$ cat src/rtl/reg_bank_wb.sv
// ----------------------------------------------------------------------------
// reg_bank_wb
//   General-purpose register bank for the multicycle datapath (2**ADDR_W x
//   DATA_W). The write-register select mux upstream delivers its destination
//   address one clock after the write-back request. The bank therefore parks
//   the write data in a one-entry pending stage and commits it on the next
//   edge, when the matching address arrives.
//
//   Two registered read ports (rs, rt) forward the committing write, so a read
//   issued on the commit edge returns the new value. Register 0 always reads 0
//   and ignores writes. Register 29 ($sp) resets to SP_RESET.
//
// Ports
//   clk           in   1       system clock, rising edge
//   reset_n       in   1       asynchronous active-low reset
//   reg_dst_addr  in   ADDR_W  destination address, valid one cycle after wb_en
//   wb_en         in   1       write-back request, sampled together with wb_data
//   wb_data       in   DATA_W  write-back value
//   rs_addr       in   ADDR_W  read port A address
//   rt_addr       in   ADDR_W  read port B address
//   rs_data       out  DATA_W  read port A data (registered)
//   rt_data       out  DATA_W  read port B data (registered)
//   wb_pending    out  1       pending stage holds an uncommitted write
// ----------------------------------------------------------------------------
module reg_bank_wb #(
    parameter int                DATA_W   = 32,
    parameter int                ADDR_W   = 5,
    parameter logic [DATA_W-1:0] SP_RESET = DATA_W'(227)
) (
    input  logic              clk,
    input  logic              reset_n,
    input  logic [ADDR_W-1:0] reg_dst_addr,
    input  logic              wb_en,
    input  logic [DATA_W-1:0] wb_data,
    input  logic [ADDR_W-1:0] rs_addr,
    input  logic [ADDR_W-1:0] rt_addr,
    output logic [DATA_W-1:0] rs_data,
    output logic [DATA_W-1:0] rt_data,
    output logic              wb_pending
);

    localparam int                NREG   = 2 ** ADDR_W;
    localparam logic [ADDR_W-1:0] SP_IDX = ADDR_W'(29);

    logic [DATA_W-1:0] r_regs [NREG];
    logic              r_pend_valid;
    logic [DATA_W-1:0] r_pend_data;
    logic [DATA_W-1:0] r_rs_data;
    logic [DATA_W-1:0] r_rt_data;

    logic              w_commit;
    logic [DATA_W-1:0] w_rs_next;
    logic [DATA_W-1:0] w_rt_next;

    // A commit to r0 is discarded, but the pending stage still drains.
    assign w_commit = r_pend_valid && (reg_dst_addr != '0);

    // ------------------------------------------------------------------------
    // Pending stage: captures the write-back request, one edge ahead of commit.
    // ------------------------------------------------------------------------
    // NOTE: sequential state uses non-blocking (<=) so every flop samples the
    // pre-edge values; blocking here would let one block see another's update.
    always_ff @(posedge clk or negedge reset_n) begin
        if (!reset_n) begin
            r_pend_valid <= 1'b0;
            r_pend_data  <= '0;
        end else begin
            r_pend_valid <= wb_en;
            if (wb_en) begin
                r_pend_data <= wb_data;
            end
        end
    end

    // ------------------------------------------------------------------------
    // Register array. Commit uses reg_dst_addr as sampled on the commit edge.
    // ------------------------------------------------------------------------
    // NOTE: the array is built from resettable flops rather than a RAM macro,
    // because a reset has to restore every register (and $sp) at once.
    always_ff @(posedge clk or negedge reset_n) begin
        if (!reset_n) begin
            for (int i = 0; i < NREG; i++) begin
                r_regs[i] <= '0;
            end
            r_regs[SP_IDX] <= SP_RESET;
        end else if (w_commit) begin
            r_regs[reg_dst_addr] <= r_pend_data;
        end
    end

    // ------------------------------------------------------------------------
    // Read-port next values. The array still holds the pre-commit value at
    // this edge, so a read of the committing address takes the pending data
    // instead. Address 0 wins over forwarding.
    // ------------------------------------------------------------------------
    // NOTE: every output of always_comb is given a default first; an
    // unassigned path would otherwise infer a latch.
    always_comb begin
        w_rs_next = '0;
        w_rt_next = '0;
        if (rs_addr != '0) begin
            if (r_pend_valid && (rs_addr == reg_dst_addr)) begin
                w_rs_next = r_pend_data;
            end else begin
                w_rs_next = r_regs[rs_addr];
            end
        end
        if (rt_addr != '0) begin
            if (r_pend_valid && (rt_addr == reg_dst_addr)) begin
                w_rt_next = r_pend_data;
            end else begin
                w_rt_next = r_regs[rt_addr];
            end
        end
    end

    always_ff @(posedge clk or negedge reset_n) begin
        if (!reset_n) begin
            r_rs_data <= '0;
            r_rt_data <= '0;
        end else begin
            r_rs_data <= w_rs_next;
            r_rt_data <= w_rt_next;
        end
    end

    assign rs_data    = r_rs_data;
    assign rt_data    = r_rt_data;
    assign wb_pending = r_pend_valid;

endmodule
$ cat config.mk
export PLATFORM = sky130hd
export DESIGN_NAME = reg_bank_wb
export DESIGN_NICKNAME = d
export VERILOG_FILES = /design/src/rtl/reg_bank_wb.sv
export SDC_FILE = /design/constraint.sdc
export NUM_CORES = 2
export LEC_CHECK = 0
export CAP_MARGIN = 15
export CORE_ASPECT_RATIO = 0.6
export CORE_MARGIN = 2
export CORE_UTILIZATION = 50
export DETAILED_ROUTE_END_ITERATION = 6
export PLACE_DENSITY = 0.64
export SLEW_MARGIN = 20
export SYNTH_ARGS = -nofsm -noshare
export SYNTH_HDL_FRONTEND = slang
export SYNTH_SLANG_ARGS = --single-unit
$ cat constraint.sdc
create_clock -name clk -period 2.4 [get_ports clk]
set_input_delay 0.24 -clock clk [delete_from_list [all_inputs] [get_ports clk]]
set_output_delay 0.24 -clock clk [all_outputs]
set_load 0.03 [all_outputs]
* After elaboration in Yosys (flattened, before gate mapping)
Cells that the tools add are included.
** Cells by class
- Magnitude comparators :: 4
- Equal/unequal tests :: 2
- Muxes and demuxes :: 13
- Bitwise operators :: 3
- Reduce and logical (&&, ||, !) cells :: 7
** Operators by type and width (number)
- 1024-bit bitwise mux :: 1
- 32-bit binary-select mux with 5-bit select :: 2
- 32-bit 2-to-1 mux :: 9
- 32-bit demux with 5-bit select :: 1
- 6-bit >= comparator (second input constant) :: 3
- 5-bit inverter with 6-bit output :: 3
- 5-bit nonzero test :: 3
- 5-bit equality test :: 2
- 6-bit by 1-bit less-than comparator with 1-bit output (second input constant) :: 1
- 1-bit logical AND :: 4
** Word-level totals
- Bits in registers :: 1121
- Bits of input ports :: 50
- Word-level logic and storage cells :: 65

* Depth between registers and ports, before layout
- Depth after elaboration :: 6
- Depth in mapped cells :: 10
- Gate-level depth less buffers :: 5

* Worst setup path before layout
OpenSTA, ideal clock, no wires.
- Path type :: register to register
- Start point :: register r_pend_valid, in the netlist wb_pending
- End point :: register r_regs[609] (netlist bit)
- Data arrival time :: 2.065 ns
- Required time :: 2.275 ns
- Path slack :: 0.210 ns
- Cell stages (with the launch flop) :: 6
- Buffers on the path :: 2
- Cell sequence :: dfrtp_1 -> clkbuf_1 -> or3b_2 -> nor2_1 -> buf_2 -> mux2_2
** Between the ends
- Word-level cells in the longest chain between the ends :: 1
** RTL lines
- from (decl) :: line 46 : logic r_pend_valid;
- from (signal assigned) :: line 68 : r_pend_valid <= wb_en;
- 1-bit logical AND :: line 56 : assign w_commit = r_pend_valid && (reg_dst_addr != '0);
- to (signal, indexed assignment) :: line 87 : r_regs[reg_dst_addr] <= r_pend_data;
- to (decl) :: line 45 : logic [DATA_W-1:0] r_regs [NREG];
Every way passes these cells.
A chain may end at the register's enable or synchronous reset.

* Worst setup path in the final report
- Start point :: register r_rt_data[24], in the netlist rt_data[24]
- End point :: output port rt_data[24]
** RTL lines
- from (decl) :: line 49 : logic [DATA_W-1:0] r_rt_data;
- from (signal assigned) :: line 123 : r_rt_data <= w_rt_next;
- to (decl) :: line 38 : output logic [DATA_W-1:0] rt_data,
No word-level cell between the ends.

==> results.json <==
{
  "status": "finished with violations",
  "violations": "DRC",
  "critPathKind": "reg -> out",
  "synth_edf_count": 0,
  "insertion_delay_ns": 0.74,
  "cp_slowest_cell": "clkdlybuf4s50_1",
  "power_frac_clock_pct": 31.8,
  "power_frac_seq_pct": 46.3,
  "path_cells": "clkdlybuf4s50_1",
  "synth-seq-cells": 1121,
  "dp_cells": 5566,
  "clock_path_buffers": 3,
  "htreeDepth": 3,
  "synth_seq_area_share_pct": 48.6,
  "drcViolationCount": 7,
  "drive_gt1_share_pct": 48.0,
  "core-area_um2": 114000,
  "grt_max_degree": 95,
  "synthCells": 3952,
  "max_stage_delay_ns": 0.76,
  "drv_slew": 0,
  "grt.total_usage_pct": 33.9,
  "grt_pass1_vias": 39685,
  "async_reset_ff_share_pct": 100,
  "setup_viol": 0,
  "layout_common_cells": "dfrtp_1 (1113), mux2_2 (986), mux4_2 (379)",
  "crit_arrival_ns": 2.05,
  "vdd_drop_max_mv": 0.602,
  "worst-path-max-fanout": 1,
  "leakagePower_uw": 0.0298,
  "cts_tree": "yes",
  "dp_hpwl_um": 129000,
  "cap_violations": 0,
  "syn-mean-instance-area_um2": 14.6,
  "hold_viol_final": 0,
  "path_clk_slew_ns": 0.07,
  "port_buffers": 114,
  "required_ns": 2.16,
  "comb_power_share_pct": 21.9,
  "startpoint_type": "register",
  "drt_iter0_drc": 4715,
  "antenna_left": 0,
  "fmax_mhz": 437,
  "routedWlPerCell_um": 34.4,
  "fin_crit_sh_pct": 95.4,
  "root_buffer": "clkbuf_16",
  "hp-class": "in -> reg",
  "die_y_um": 267,
  "grt_overflow": 0,
  "antenna_found_initial": 8,
  "rsz0062_at_grt": "false",
  "r2r_setup_slack_ns": 0.19,
  "yosysWarnings": 0,
  "swShare_pct": 28.8,
  "slew_headroom_pct": 22.4,
  "ios": 115,
  "setup_slack_ns": 0.110,
  "period_needed_ns": 2.29,
  "crit_buf_inv": 1,
  "whs_ns": 0.107,
  "cp-end-kind": "output port",
  "post-route-util_pct": 59.2,
  "synth_cell_types": 63,
  "internal_power_uw": 40000,
  "grt_pass1_wl_um": 290000,
  "rows": 96,
  "finalNonFillerCells": 5761,
  "pre_cts_slack_ns": -0.269,
  "cts_resized": 0,
  "power_switching_uw": 16200,
  "p_per_area_nw_per_um2": 829,
  "area_growth_pct": 17.4,
  "drt_first_pass_iters": 7,
  "via_per_inst": 6.83,
  "cts.sinks": 1121,
  "dieArea_um2": 118000,
  "ys.flop_type": "dfrtp_1",
  "vias": 39339,
  "synthesis.area_um2": 57700,
  "fin_skew_ns": 0.0288,
  "initial_utilization_pct": 50.4,
  "layout.cells.most_common": "dfrtp_1",
  "wirelength_um": 198000,
  "total_power_uw": 56200,
  "cp_top_family": "buffers and inverters",
  "gp_congestion": 0.884,
  "worst_slew_pin_slew_ns": 1.16,
  "syn_nets": 4002,
  "fin_nets": 4208,
  "nFillCells": 8946,
  "fp.dieW_um": 443,
  "numCtsBuffers": 105
}
==> cell type report <==
cell class,instances,area (um2),area share [%]
Multi-Input combinational cell,2389,27900,41.1
Clock buffer,145,3000,4.43
Clock inverter,43,592,0.873
Inverter,6,22.5,0.0332
Sequential cell,1121,28100,41.4
Timing Repair Buffer,535,6350,9.37
Antenna cell,3,7.51,0.0111
Tap cell,1519,1900,2.80
==> routing by layer <==
| layer | up-vias | track usage (%) | routed length, um |
|---|---|---|---|
| met5 | - | 0 | 41 |
| met4 | 6 | 9.49 | 5670 |
| met3 | 319 | 9.11 | 19900 |
| met2 | 2056 | 49.2 | 86200 |
| met1 | 21258 | 50.3 | 86600 |
| li1 | 15700 | - | - |
==> state kept, by name (all words and copies together) (netlist names) <==
| register | flops |
|---|---|
| rs_data | 32 |
| r_regs | 1024 |
| wb_pending | 1 |
| r_pend_data | 32 |
| rt_data | 32 |
==> kinds of logic (layout without fill, tap and decap cells) <==
family,count (synthesis),in the layout,synth area share [%]
other cells,0,3,0
flops,1121,1121,48.6
compound gates,497,497,6.27
mux,1658,1658,39.5
xor+xnor,10,10,0.152
simple gates,224,224,1.89
buf+inv,442,729,3.62
==> worst reg2reg max path: cells and delay by family (launching register included) <==
family | cells | cell delay [ns]
multiplexers | 2 | 0.34
flip-flops | 1 | 0.38
buffers and inverters | 2 | 0.42
AND/OR/NAND/NOR | 1 | 0.05
AO/OA/AOI/OAI | 2 | 0.94
==> Yosys cell counts (4+ instances only) <==
master | n | area (um2)
mux2_2 | 986 | 11100
nand3_1 | 6 | 30.0
o211a_1 | 4 | 40.0
o21ai_0 | 74 | 370
buf_4 | 32 | 240
dfstp_2 | 5 | 131
a221o_1 | 32 | 320
buf_2 | 83 | 415
o22a_1 | 12 | 105
buf_6 | 20 | 225
inv_1 | 6 | 22.5
xnor2_1 | 9 | 78.8
mux2i_1 | 272 | 2720
mux4_1 | 13 | 342
o311a_1 | 9 | 90.1
nand2_1 | 89 | 334
a21oi_1 | 68 | 340
a211oi_1 | 9 | 67.6
buf_8 | 5 | 75.1
nor2_1 | 46 | 173
a22oi_1 | 115 | 863
nor2b_1 | 6 | 37.5
and3b_1 | 4 | 35.0
mux2_1 | 8 | 90.1
clkbuf_1 | 278 | 1040
o211ai_1 | 13 | 97.6
a221oi_1 | 56 | 490
o22ai_1 | 35 | 219
a22o_1 | 33 | 289
nand2b_1 | 8 | 50.1
dfrtp_1 | 1116 | 27900
o21bai_1 | 5 | 37.5
nor3b_1 | 11 | 82.6
nor3_1 | 28 | 140
a2111oi_0 | 11 | 96.3
mux4_2 | 379 | 8540
or2_2 | 5 | 31.3
buf_1 | 18 | 67.6
a311oi_1 | 6 | 52.6
==> worst paths after layout <==
kind                                                from                          end  depth (start not counted)
worst min-delay path                         wb_data[17]  r_pend_data[17]$_DFFE_PN0P_                          2
worst max-delay path               rt_data[24]$_DFF_PN0_                  rt_data[24]                          1
max in group asynchronous                        reset_n      r_regs[470]$_DFFE_PN0P_                          4
min in group asynchronous                        reset_n      r_regs[502]$_DFFE_PN0P_                          3
worst min register to register  r_regs[1005]$_DFFE_PN0P_     r_regs[1005]$_DFFE_PN0P_                          0
worst max register to register   r_regs[275]$_DFFE_PN0P_        rt_data[19]$_DFF_PN0_                          7
==> power groups by stage <==
stage               logic, uW  registers [uW]  clock network, uW
finish                  12300           26000              17900
global route            13100           26500              18900
CTS                     12300           25900              18100
detailed placement      12200           26200                  0
global placement        11900           26000                  0
floorplan                8370           25300                  0
==> per-stage QoR <==
step,TNS (ns),cell area (um2)
floorplan,0,57700
global placement,-10.35,64100
detailed placement,-13.03,64100
CTS,0,67800
global route,0,67800
finish,0,67800
==> what timing repair did <==
item	in CTS	in global routing
hold endpoints to repair	538	0
hold buffers	4	0
setup buffers	0	0
Power figures use the tool's default switching activity.
